### config.mk
export PLATFORM = sky130hd
export DESIGN_NAME = data_cache
export DESIGN_NICKNAME = d
export VERILOG_FILES = /design/src/rtl/data_cache_pkg.sv /design/src/rtl/data_cache_array.sv /design/src/rtl/data_cache.sv
export SDC_FILE = /design/constraint.sdc
export NUM_CORES = 1
export LEC_CHECK = 0
export CAP_MARGIN = 25
export CORE_MARGIN = 4
export CORE_UTILIZATION = 40
export CTS_CLUSTER_DIAMETER = 200
export CTS_CLUSTER_SIZE = 16
export DETAILED_ROUTE_END_ITERATION = 8
export DONT_BUFFER_PORTS = 1
export GPL_ROUTABILITY_DRIVEN = 0
export SLEW_MARGIN = 10
export SYNTH_ARGS = -nofsm -noshare
export SYNTH_HDL_FRONTEND = slang
export SYNTH_SLANG_ARGS = --single-unit
### constraint.sdc
create_clock -name i_clk -period 7.5 [get_ports i_clk]
set_clock_uncertainty 0.1 [all_clocks]
set_input_delay 0.75 -clock i_clk [delete_from_list [all_inputs] [get_ports i_clk]]
set_output_delay 0.75 -clock i_clk [all_outputs]
set_load 0.05 [all_outputs]
### src/rtl/data_cache_pkg.sv
// Shared field widths, FSM encoding and byte-select helper for the data cache.
// Address layout is {tag, index, offset}; one block is four bytes, byte0 in the low lane.
package data_cache_pkg;
   localparam int TAG_BITS    = 3;
   localparam int INDEX_BITS  = 3;
   localparam int OFFSET_BITS = 2;
   localparam int ADDR_W      = TAG_BITS + INDEX_BITS + OFFSET_BITS;
   localparam int MEM_ADDR_W  = TAG_BITS + INDEX_BITS;
   localparam int BLOCK_W     = 32;
   localparam int NUM_BLOCKS  = 1 << INDEX_BITS;

   typedef enum logic [1:0] {
      IDLE      = 2'd0,
      WRITEBACK = 2'd1,
      ALLOCATE  = 2'd2,
      UPDATE    = 2'd3
   } state_t;

   function automatic logic [7:0] get_byte(input logic [BLOCK_W-1:0] blk,
                                           input logic [OFFSET_BITS-1:0] off);
      return blk[{off, 3'b000} +: 8];
   endfunction
endpackage

### src/rtl/data_cache_array.sv
// Tag/valid/dirty/data storage: combinational read of one set, block fill or byte write per cycle.
// A block fill always leaves the line clean; a byte write always marks it dirty.
module data_cache_array
   import data_cache_pkg::*;
(
   input  logic                   i_clk,
   input  logic                   i_rst_n,
   input  logic [INDEX_BITS-1:0]  i_index,
   output logic [TAG_BITS-1:0]    o_tag,
   output logic                   o_valid,
   output logic                   o_dirty,
   output logic [BLOCK_W-1:0]     o_block,
   input  logic                   i_blk_we,
   input  logic [TAG_BITS-1:0]    i_blk_tag,
   input  logic [BLOCK_W-1:0]     i_blk_dat,
   input  logic                   i_byte_we,
   input  logic [OFFSET_BITS-1:0] i_byte_off,
   input  logic [7:0]             i_byte_dat
);
   logic [TAG_BITS-1:0]   r_tag  [NUM_BLOCKS];
   logic [BLOCK_W-1:0]    r_data [NUM_BLOCKS];
   logic [NUM_BLOCKS-1:0] r_valid;
   logic [NUM_BLOCKS-1:0] r_dirty;

   assign o_tag   = r_tag[i_index];
   assign o_valid = r_valid[i_index];
   assign o_dirty = r_dirty[i_index];
   assign o_block = r_data[i_index];

   always_ff @(posedge i_clk or negedge i_rst_n) begin
      if (!i_rst_n) begin
         for (int i = 0; i < NUM_BLOCKS; i++) begin
            r_tag[i]  <= '0;
            r_data[i] <= '0;
         end
         r_valid <= '0;
         r_dirty <= '0;
      end else if (i_blk_we) begin
         r_data[i_index]  <= i_blk_dat;
         r_tag[i_index]   <= i_blk_tag;
         r_valid[i_index] <= 1'b1;
         r_dirty[i_index] <= 1'b0;
      end else if (i_byte_we) begin
         r_data[i_index][{i_byte_off, 3'b000} +: 8] <= i_byte_dat;
         r_dirty[i_index] <= 1'b1;
      end
   end
endmodule

### src/rtl/data_cache.sv
// Direct-mapped write-back/write-allocate cache: hits finish with zero stall,
// misses hold BUSYWAIT through optional write-back, block fetch and one update cycle.
module data_cache
   import data_cache_pkg::*;
(
   input  logic                  i_clk,
   input  logic                  i_rst_n,
   input  logic                  i_read,
   input  logic                  i_write,
   input  logic [ADDR_W-1:0]     i_address,
   input  logic [7:0]            i_writedata,
   output logic [7:0]            o_readdata,
   output logic                  o_busywait,
   output logic                  o_mem_read,
   output logic                  o_mem_write,
   output logic [MEM_ADDR_W-1:0] o_mem_address,
   output logic [BLOCK_W-1:0]    o_mem_writedata,
   input  logic [BLOCK_W-1:0]    i_mem_readdata,
   input  logic                  i_mem_busywait
);
   state_t                  r_state, w_next;
   logic                    r_mem_read, r_mem_write;
   logic [MEM_ADDR_W-1:0]   r_mem_addr;
   logic [BLOCK_W-1:0]      r_mem_wdata, r_fetch;

   logic [TAG_BITS-1:0]     w_tag, w_arr_tag;
   logic [INDEX_BITS-1:0]   w_index;
   logic [OFFSET_BITS-1:0]  w_off;
   logic [BLOCK_W-1:0]      w_block;
   logic                    w_valid, w_dirty, w_hit, w_req, w_idle;

   assign w_tag   = i_address[ADDR_W-1 -: TAG_BITS];
   assign w_index = i_address[OFFSET_BITS +: INDEX_BITS];
   assign w_off   = i_address[OFFSET_BITS-1:0];
   assign w_req   = i_read | i_write;
   assign w_idle  = (r_state == IDLE);
   assign w_hit   = w_valid && (w_arr_tag == w_tag);

   data_cache_array u_array (
      .i_clk      (i_clk),
      .i_rst_n    (i_rst_n),
      .i_index    (w_index),
      .o_tag      (w_arr_tag),
      .o_valid    (w_valid),
      .o_dirty    (w_dirty),
      .o_block    (w_block),
      .i_blk_we   (r_state == UPDATE),
      .i_blk_tag  (w_tag),
      .i_blk_dat  (r_fetch),
      .i_byte_we  (w_idle && i_write && w_hit),
      .i_byte_off (w_off),
      .i_byte_dat (i_writedata)
   );

   always_comb begin
      w_next = r_state;
      case (r_state)
         IDLE:      if (w_req && !w_hit) w_next = (w_valid && w_dirty) ? WRITEBACK : ALLOCATE;
         WRITEBACK: if (!i_mem_busywait) w_next = ALLOCATE;
         ALLOCATE:  if (!i_mem_busywait) w_next = UPDATE;
         UPDATE:    w_next = IDLE;
         default:   w_next = IDLE;
      endcase
   end

   // Strobes and memory address are registered from the next state so they are stable for the whole state.
   always_ff @(posedge i_clk or negedge i_rst_n) begin
      if (!i_rst_n) begin
         r_state     <= IDLE;
         r_mem_read  <= 1'b0;
         r_mem_write <= 1'b0;
         r_mem_addr  <= '0;
         r_mem_wdata <= '0;
         r_fetch     <= '0;
      end else begin
         r_state     <= w_next;
         r_mem_write <= (w_next == WRITEBACK);
         r_mem_read  <= (w_next == ALLOCATE);
         if (w_idle && w_next == WRITEBACK) begin
            r_mem_addr  <= {w_arr_tag, w_index};
            r_mem_wdata <= w_block;
         end else if (w_next == ALLOCATE && r_state != ALLOCATE) begin
            r_mem_addr <= {w_tag, w_index};
         end
         if (r_state == ALLOCATE && !i_mem_busywait) r_fetch <= i_mem_readdata;
      end
   end

   // Reset gates the miss term so a request held across reset cannot raise the stall.
   assign o_busywait      = i_rst_n && (!w_idle || (w_req && !w_hit));
   assign o_readdata      = (w_idle && i_read && !i_write && w_hit) ? get_byte(w_block, w_off) : 8'h00;
   assign o_mem_read      = r_mem_read;
   assign o_mem_write     = r_mem_write;
   assign o_mem_address   = r_mem_addr;
   assign o_mem_writedata = r_mem_wdata;
endmodule

==> results of run 1 <==
-- state kept, by name, summed over array words and instances (netlist names), named ones only --
name,cells
r_fetch,32
o_mem_write,1
r_state,2
u_array.r_data,256
u_array.r_tag,24
o_mem_writedata,32
o_mem_read,1
u_array.r_valid,8
o_mem_address,6
-- logic make-up (layout without fill, tap and decap cells) --
| kind of cell | count (synthesis) | count (layout) | synth area share, % |
|---|---|---|---|
| AO/OA/AOI/OAI | 575 | 575 | 24.7 |
| XOR/XNOR | 2 | 2 | 0.188 |
| adder cells (fa/ha/maj) | 5 | 5 | 0.361 |
| buffers and inverters | 157 | 71 | 3.67 |
| flip-flops | 370 | 370 | 53.4 |
| multiplexers | 108 | 108 | 7.48 |
| AND/OR/NAND/NOR | 359 | 359 | 10.2 |
-- Yosys cell counts (25+ instances only) --
| master | instances |
|---|---|
| sky130_fd_sc_hd__dfrtp_1 | 370 |
| sky130_fd_sc_hd__nand2_1 | 135 |
| sky130_fd_sc_hd__o21ai_0 | 112 |
| sky130_fd_sc_hd__a22oi_1 | 97 |
| sky130_fd_sc_hd__clkbuf_1 | 96 |
| sky130_fd_sc_hd__nor2_1 | 92 |
| sky130_fd_sc_hd__a22o_1 | 84 |
| sky130_fd_sc_hd__a221o_1 | 63 |
| sky130_fd_sc_hd__o211ai_1 | 61 |
| sky130_fd_sc_hd__mux2_2 | 53 |
| sky130_fd_sc_hd__mux2i_1 | 43 |
| sky130_fd_sc_hd__and3_1 | 38 |
| sky130_fd_sc_hd__o2bb2ai_1 | 37 |
| sky130_fd_sc_hd__nand3_1 | 26 |
| sky130_fd_sc_hd__o22ai_1 | 25 |
-- per-stage QoR --
stage	cell area, um^2	setup WS [ns]	total power [mW]
5_1_grt	18500	2.50	7.22
3_3_place_gp	17700	2.78	5.47
2_1_floorplan	17300	3.18	4.85
6_report	18500	2.64	6.86
3_5_place_dp	17800	2.69	5.53
4_1_cts	18500	2.70	6.86
-- critical path, cell delays in order --
cell                       delay [ns]
sky130_fd_sc_hd__nor2b_1         0.26
sky130_fd_sc_hd__and2_2          0.81
sky130_fd_sc_hd__buf_4           0.43
sky130_fd_sc_hd__a22o_1          0.18
sky130_fd_sc_hd__a221oi_1        0.05
sky130_fd_sc_hd__and3_1          0.25
sky130_fd_sc_hd__mux4_2          0.53
sky130_fd_sc_hd__nor2_1          0.71
-- path summary, 6_finish.rpt --
| check | from | endpoint | slack [ns] | depth (start not counted) |
|---|---|---|---|---|
| max | i_address[4] | o_readdata[7] | 2.64 | 8 |
| min | i_rst_n | u_array.r_data[20]$_DFFE_PN0P_ | -0.21 | 0 |
| max reg2reg | u_array.r_valid[6]$_DFFE_PN0P_ | u_array.r_data[167]$_DFFE_PN0P_ | 3.95 | 8 |
| min reg2reg | u_array.r_valid[1]$_DFFE_PN0P_ | u_array.r_valid[1]$_DFFE_PN0P_ | 0.37 | 1 |
| max in group asynchronous | i_rst_n | u_array.r_tag[9]$_DFFE_PN0P_ | 6.92 | 0 |
| min in group i_clk | i_mem_readdata[31] | r_fetch[31]$_DFFE_PN0P_ | 0.21 | 2 |
-- final cells by class --
class	instances	area (um^2)
clock inverters	1	16.3
inverters	17	63.8
multi-input cells	1049	7520
well taps	585	732
clock buffers	27	676
fillers	4068	24500
repair buffers	26	200
flip-flops and latches	370	9260
-- power by group --
group	switching, mW	leakage, nW	internal, mW
logic	0.921	2.34	0.910
registers	0.819	4.68	2.87
clock network	0.699	0.340	0.640
total	2.44	7.36	4.42
-- per-layer routing --
metal  share of wire (%)  up-vias  GRT usage (%)
li1                    -     5837              -
met1                  43     7070           35.6
met2                  45      750           37.1
met3                 9.6       98           4.75
met4                 2.7        8           6.14
met5               0.091        -              0
==> metrics.txt, run 1 <==
# TYPE chip_impl_metric gauge
chip_impl_metric{name="synthDistinctLibCells",unit=""} 56
chip_impl_metric{name="antenna_violation_net_count_after_detailed_routing",unit=""} 0
chip_impl_metric{name="synth.yosys.seq_area_share",unit="%"} 53.4
chip_impl_metric{name="utilization",unit="%"} 43.0
chip_impl_info{name="violations_in_the_final_reports",value="negative hold slack"} 1
chip_impl_metric{name="grt_antenna_before_repair",unit=""} 5
chip_impl_metric{name="clkSlewWorstSetupHoldPaths",unit="ns"} 0.07
chip_impl_metric{name="track_usage",unit="%"} 24.2
chip_impl_info{name="yosys.area.top_type",value="sky130_fd_sc_hd__dfrtp_1"} 1
chip_impl_info{name="grt_setup_unrepaired",value="false"} 1
chip_impl_metric{name="drt_first_pass_iters",unit=""} 6
chip_impl_metric{name="routed_wl",unit="mm"} 58.1
chip_impl_metric{name="max_cap_violations",unit=""} 0
chip_impl_metric{name="die-width",unit="um"} 216
chip_impl_metric{name="final_routed_drc_violation_total",unit=""} 0
chip_impl_metric{name="worstMarginPinSlew",unit="ns"} 1.08
chip_impl_metric{name="drive_gt1_share",unit="%"} 10.5
chip_impl_metric{name="synthesis.instances",unit=""} 1576
chip_impl_metric{name="number_of_global_route_vias_before_repair",unit=""} 13352
chip_impl_info{name="worstHoldPathType",value="in2async"} 1
chip_impl_metric{name="core_area",unit="mm^2"} 0.0430
chip_impl_metric{name="whs",unit="ns"} -0.211
chip_impl_info{name="result_of_the_run",value="finished, violations left"} 1
chip_impl_metric{name="fin_tns_setup",unit="ns"} 0
chip_impl_info{name="crit_type",value="in2out"} 1
chip_impl_metric{name="detailedPlacementHpwl",unit="mm"} 38.0
chip_impl_metric{name="numCtsBuffers",unit=""} 27
chip_impl_metric{name="cts_sinks",unit=""} 370
chip_impl_info{name="critical_path.startpoint_type",value="primary input"} 1
chip_impl_metric{name="initial_core_util",unit="%"} 40.3
chip_impl_metric{name="peakVddDrop",unit="uV"} 165
chip_impl_metric{name="pin_count",unit=""} 102
chip_impl_info{name="dominantRegCellSynth",value="sky130_fd_sc_hd__dfrtp_1"} 1
chip_impl_info{name="cts_root_buf",value="sky130_fd_sc_hd__clkbuf_16"} 1
chip_impl_metric{name="setup-violations-final",unit=""} 0
chip_impl_metric{name="dp_cells",unit=""} 2046
chip_impl_info{name="worst_setup_path_end_kind",value="primary output"} 1
chip_impl_metric{name="dr_total_vias",unit=""} 13763
chip_impl_metric{name="power_density",unit="mW/mm^2"} 372
chip_impl_metric{name="number_of_standard_cells_in_the_layout_taps_in_and_fillers_out",unit=""} 2075
chip_impl_metric{name="slew_headroom",unit="%"} 27.9
chip_impl_metric{name="dieHeight",unit="um"} 216
chip_impl_metric{name="ys_warn_count",unit=""} 0
chip_impl_metric{name="mappedNetlistNets",unit=""} 1634
chip_impl_metric{name="insertedDiodeCount",unit=""} 0
chip_impl_info{name="layout_commonest_cell",value="sky130_fd_sc_hd__dfrtp_1"} 1
chip_impl_metric{name="vias_per_cell",unit=""} 6.63
chip_impl_info{name="most-common-layout-cells",value="sky130_fd_sc_hd__dfrtp_1 (370), sky130_fd_sc_hd__nand2_1 (135), sky130_fd_sc_hd__o21ai_0 (112), sky130_fd_sc_hd__a22oi_1 (97), sky130_fd_sc_hd__nor2_1 (90)"} 1
chip_impl_info{name="synth_top_cells_by_area",value="sky130_fd_sc_hd__dfrtp_1 (53%), sky130_fd_sc_hd__a22o_1 (4.2%), sky130_fd_sc_hd__a22oi_1 (4.2%)"} 1
chip_impl_metric{name="worst_path_maximum_fanout",unit=""} 34
chip_impl_info{name="cts_tree",value="done"} 1
chip_impl_metric{name="timing.final.crit_period",unit="ns"} 4.86
chip_impl_metric{name="leakagePower",unit="nW"} 7.36
chip_impl_metric{name="htree_num_levels",unit=""} 1
chip_impl_metric{name="drt_iter0_markers",unit=""} 1554
chip_impl_metric{name="layout.nets",unit=""} 1549
chip_impl_metric{name="synth_top_area_share",unit="%"} 53.4
chip_impl_metric{name="port-buffer-count",unit=""} 0
chip_impl_metric{name="synthesis.area",unit="mm^2"} 0.0173
chip_impl_metric{name="layout_worst_path_cycle_share",unit="%"} 64.8
chip_impl_metric{name="grt_max_degree",unit=""} 372
chip_impl_metric{name="postSynthAreaPerCell",unit="um^2"} 11.0
chip_impl_metric{name="slew_violations",unit=""} 0
chip_impl_metric{name="edff_count_synth",unit=""} 0
chip_impl_metric{name="wl_cell",unit="um"} 28.0
chip_impl_metric{name="timing.critical_path.arrival",unit="ns"} 4.01
chip_impl_metric{name="count_of_state_elements_after_synthesis",unit=""} 370
chip_impl_metric{name="max_freq",unit="GHz"} 0.206
chip_impl_metric{name="grt_overflow_total",unit=""} 0
chip_impl_metric{name="worst-endpoint-required",unit="ns"} 6.65
chip_impl_metric{name="hold_viol",unit=""} 370
chip_impl_metric{name="synthToLayoutAreaGrowth",unit="%"} 6.48
chip_impl_metric{name="design.die.area",unit="mm^2"} 0.0467
chip_impl_metric{name="cts.repair_timing.setup_buffer_count",unit=""} 0
chip_impl_metric{name="cts_max_path_buffers",unit=""} 3
chip_impl_metric{name="synthArstFlopShare",unit="%"} 100
chip_impl_metric{name="core.rowCount",unit=""} 76
chip_impl_metric{name="clock_insertion_delay_worst_skew",unit="ns"} 0.57
chip_impl_metric{name="grt_first_pass_wirelength",unit="mm"} 88.6
chip_impl_metric{name="total_of_cells_resized_after_clock_tree_synthesis",unit=""} 0
Note: power is estimated with default switching activity, not from simulation.
==> inputs of run 2 (changes only) <==
==> constraint.sdc (replaced) <==
create_clock -name i_clk -period 5.1 [get_ports i_clk]
set_clock_uncertainty 0.1 [all_clocks]
set_input_delay 0.51 -clock i_clk [delete_from_list [all_inputs] [get_ports i_clk]]
set_output_delay 0.51 -clock i_clk [all_outputs]
set_load 0.05 [all_outputs]
==> run 2 against run 1 <==
Effect of this change:
- the flow still finishes with violations (negative hold slack)
- die area is the same
- combinational power grew 51%
- design area grew 3.2%
- largest power group unchanged
- highest routed layer is now met4
==> metrics.txt, run 2 (synthesized netlist as in run 1, its figures left out) <==
# TYPE chip_impl_metric gauge
chip_impl_info{name="result_of_the_run",value="finished, violations left"} 1
chip_impl_info{name="violations_in_the_final_reports",value="negative hold slack"} 1
chip_impl_metric{name="pin_count",unit=""} 102
chip_impl_metric{name="grt_use_met2",unit="%"} 37.5
chip_impl_metric{name="cts_sinks",unit=""} 370
chip_impl_info{name="cp_slowest_cell",value="sky130_fd_sc_hd__nor2b_4"} 1
chip_impl_info{name="critical_path.reg2reg.startpoint",value="r_state[0]$_DFF_PN0_"} 1
chip_impl_metric{name="number_of_global_route_vias_before_repair",unit=""} 13671
chip_impl_metric{name="drt_first_pass_iters",unit=""} 6
chip_impl_metric{name="dp_cells",unit=""} 2059
chip_impl_metric{name="whs",unit="ns"} -0.450
chip_impl_info{name="grt_setup_unrepaired",value="false"} 1
chip_impl_metric{name="die-width",unit="um"} 216
chip_impl_metric{name="worstMarginPinSlew",unit="ns"} 1.17
chip_impl_metric{name="synthToLayoutAreaGrowth",unit="%"} 9.86
chip_impl_metric{name="clock_insertion_delay_worst_skew",unit="ns"} 0.56
chip_impl_metric{name="cts_max_path_buffers",unit=""} 3
chip_impl_info{name="reg2reg_end",value="u_array.r_data[224]$_DFFE_PN0P_"} 1
chip_impl_info{name="layout_commonest_cell",value="sky130_fd_sc_hd__dfrtp_1"} 1
chip_impl_metric{name="clkSlewWorstSetupHoldPaths",unit="ns"} 0.07
chip_impl_info{name="worstHoldPathType",value="in2async"} 1
chip_impl_metric{name="design.die.area",unit="mm^2"} 0.0467
chip_impl_info{name="path_delay_family",value="simple AND/OR/NAND/NOR gates"} 1
chip_impl_metric{name="vias_per_cell",unit=""} 6.58
chip_impl_metric{name="holdBufCountCts",unit=""} 46
chip_impl_metric{name="met3_track_usage_gr",unit="%"} 5.27
chip_impl_metric{name="worst-endpoint-required",unit="ns"} 4.49
chip_impl_metric{name="slew_headroom",unit="%"} 22.0
chip_impl_metric{name="wl_cell",unit="um"} 27.8
chip_impl_info{name="critical_path.most_common_cell",value="sky130_fd_sc_hd__buf_4"} 1
chip_impl_info{name="startpoint",value="i_address[3]"} 1
chip_impl_metric{name="timing.critical_path.arrival",unit="ns"} 3.16
chip_impl_metric{name="timing.final.crit_period",unit="ns"} 3.77
chip_impl_metric{name="core.rowCount",unit=""} 76
chip_impl_metric{name="port-buffer-count",unit=""} 0
chip_impl_metric{name="r2r_slack",unit="ns"} 1.58
chip_impl_info{name="worst_setup_path_end_kind",value="primary output"} 1
chip_impl_info{name="cts_root_buf",value="sky130_fd_sc_hd__clkbuf_16"} 1
chip_impl_metric{name="track_usage",unit="%"} 24.9
chip_impl_metric{name="hold_viol",unit=""} 370
chip_impl_metric{name="slew_violations",unit=""} 0
chip_impl_metric{name="initial_core_util",unit="%"} 40.3
chip_impl_metric{name="fin_tns_setup",unit="ns"} 0
chip_impl_metric{name="grt_antenna_before_repair",unit=""} 1
chip_impl_metric{name="largest_register_ffs",unit=""} 256
chip_impl_info{name="top_usage_layer",value="met2"} 1
chip_impl_metric{name="grt_max_degree",unit=""} 372
chip_impl_metric{name="worst-path-stages",unit=""} 9
chip_impl_info{name="cts_tree",value="done"} 1
chip_impl_metric{name="setup-violations-final",unit=""} 0
chip_impl_metric{name="filler_cell_count",unit=""} 4041
chip_impl_info{name="crit_type",value="in2out"} 1
chip_impl_metric{name="drive_gt1_share",unit="%"} 10.9
chip_impl_metric{name="layout_worst_path_cycle_share",unit="%"} 73.9
chip_impl_info{name="critical_path.startpoint_type",value="primary input"} 1
chip_impl_metric{name="htree_num_levels",unit=""} 1
chip_impl_info{name="critPathCapture",value="o_readdata[5]"} 1
chip_impl_metric{name="worst_path_maximum_fanout",unit=""} 25
chip_impl_metric{name="use_met1",unit="%"} 36.5
chip_impl_metric{name="grt_first_pass_wirelength",unit="mm"} 91.0
chip_impl_metric{name="buffer_and_inverter_count_on_the_worst_path",unit=""} 2
chip_impl_metric{name="final_routed_drc_violation_total",unit=""} 0
chip_impl_metric{name="utilization",unit="%"} 44.3
chip_impl_metric{name="grt_overflow_total",unit=""} 0
chip_impl_metric{name="leakagePower",unit="nW"} 7.63
chip_impl_metric{name="number_of_standard_cells_in_the_layout_taps_in_and_fillers_out",unit=""} 2134
chip_impl_metric{name="detailedPlacementHpwl",unit="mm"} 38.4
chip_impl_metric{name="worst_reg2reg_path_length_in_cells",unit=""} 6
chip_impl_metric{name="core_area",unit="mm^2"} 0.0430
chip_impl_info{name="registers.top_by_ff_count",value="u_array.r_data"} 1
chip_impl_metric{name="power_density",unit="mW/mm^2"} 533
chip_impl_metric{name="routed_wl",unit="mm"} 59.3
chip_impl_metric{name="critPathMaxStageDelay",unit="ns"} 0.75
chip_impl_metric{name="antenna_violation_net_count_after_detailed_routing",unit=""} 0
chip_impl_metric{name="dieHeight",unit="um"} 216
chip_impl_metric{name="cts.repair_timing.setup_buffer_count",unit=""} 0
chip_impl_info{name="crit_path_cell_trace",value="nor2b_1, nor2b_4, buf_4, a22o_1, a221oi_1, and3_1, mux4_2, nor2_1, buf_4"} 1
chip_impl_info{name="most-common-layout-cells",value="sky130_fd_sc_hd__dfrtp_1 (370), sky130_fd_sc_hd__nand2_1 (135), sky130_fd_sc_hd__o21ai_0 (112), sky130_fd_sc_hd__a22oi_1 (97), sky130_fd_sc_hd__nor2_1 (90)"} 1
chip_impl_metric{name="peakVddDrop",unit="uV"} 265
chip_impl_metric{name="max_cap_violations",unit=""} 0
chip_impl_metric{name="dr_total_vias",unit=""} 14044
chip_impl_metric{name="drt_iter0_markers",unit=""} 1976
chip_impl_metric{name="numCtsBuffers",unit=""} 27
chip_impl_metric{name="max_freq",unit="GHz"} 0.265
chip_impl_metric{name="insertedDiodeCount",unit=""} 0
chip_impl_metric{name="layout.nets",unit=""} 1608
==> run 2: final cells by class <==
type                            count  area, um^2  share of cell area, %
Clock buffer                       27         676                   3.55
Sequential cell                   370        9260                   48.6
Tap cell                          585         732                   3.84
Inverter                           17        63.8                  0.335
Multi-Input combinational cell   1049        7520                   39.5
Clock inverter                      1        16.3                 0.0854
Timing Repair Buffer               85         786                   4.12
==> run 2: layer usage <==
layer,vias to the layer above,routed length [um],share of wire (%)
met3,104,6000,10
met4,0,1890,3.2
met5,-,0,0
met1,7147,25000,42
met2,830,26400,45
li1,5963,-,-
==> run 2: metrics by stage <==
step | setup WS [ns] | area [um^2] | total power [mW]
after floorplan | 1.26 | 17300 | 7.13
after global placement | 1.40 | 17900 | 8.03
after detailed placement | 1.39 | 17900 | 8.12
after CTS | 1.28 | 19000 | 10.1
after global routing | 1.17 | 19100 | 10.7
final | 1.33 | 19100 | 10.2
==> run 2: power breakdown <==
group	switching (mW)	internal [mW]	total (mW)	leakage (nW)
Clock	1.03	0.941	1.98	0.340
Sequential	1.19	4.22	5.41	4.68
Combinational	1.40	1.37	2.76	2.61
==> run 2: timing repair <==
item / in CTS / in global routing
endpoints found under the setup margin: 0 / 0
resized for setup: 0 / 0
endpoints found under the hold margin: 435 / 370
==> run 2: how the worst min path moves through the flow <==
stage,endpoint,cells after the start,slack [ns],startpoint
2_1_floorplan,asynchronous set/reset pin,0,0.11,i_rst_n
3_3_place_gp,u_array.r_data[244]$_DFFE_PN0P_,0,0.13,i_rst_n
3_5_place_dp,u_array.r_data[244]$_DFFE_PN0P_,0,0.13,i_rst_n
4_1_cts,o_mem_writedata[5]$_DFFE_PN0P_,0,-0.47,i_rst_n
5_1_grt,u_array.r_data[241]$_DFFE_PN0P_,0,-0.47,i_rst_n
6_report,u_array.r_data[241]$_DFFE_PN0P_,0,-0.45,i_rst_n
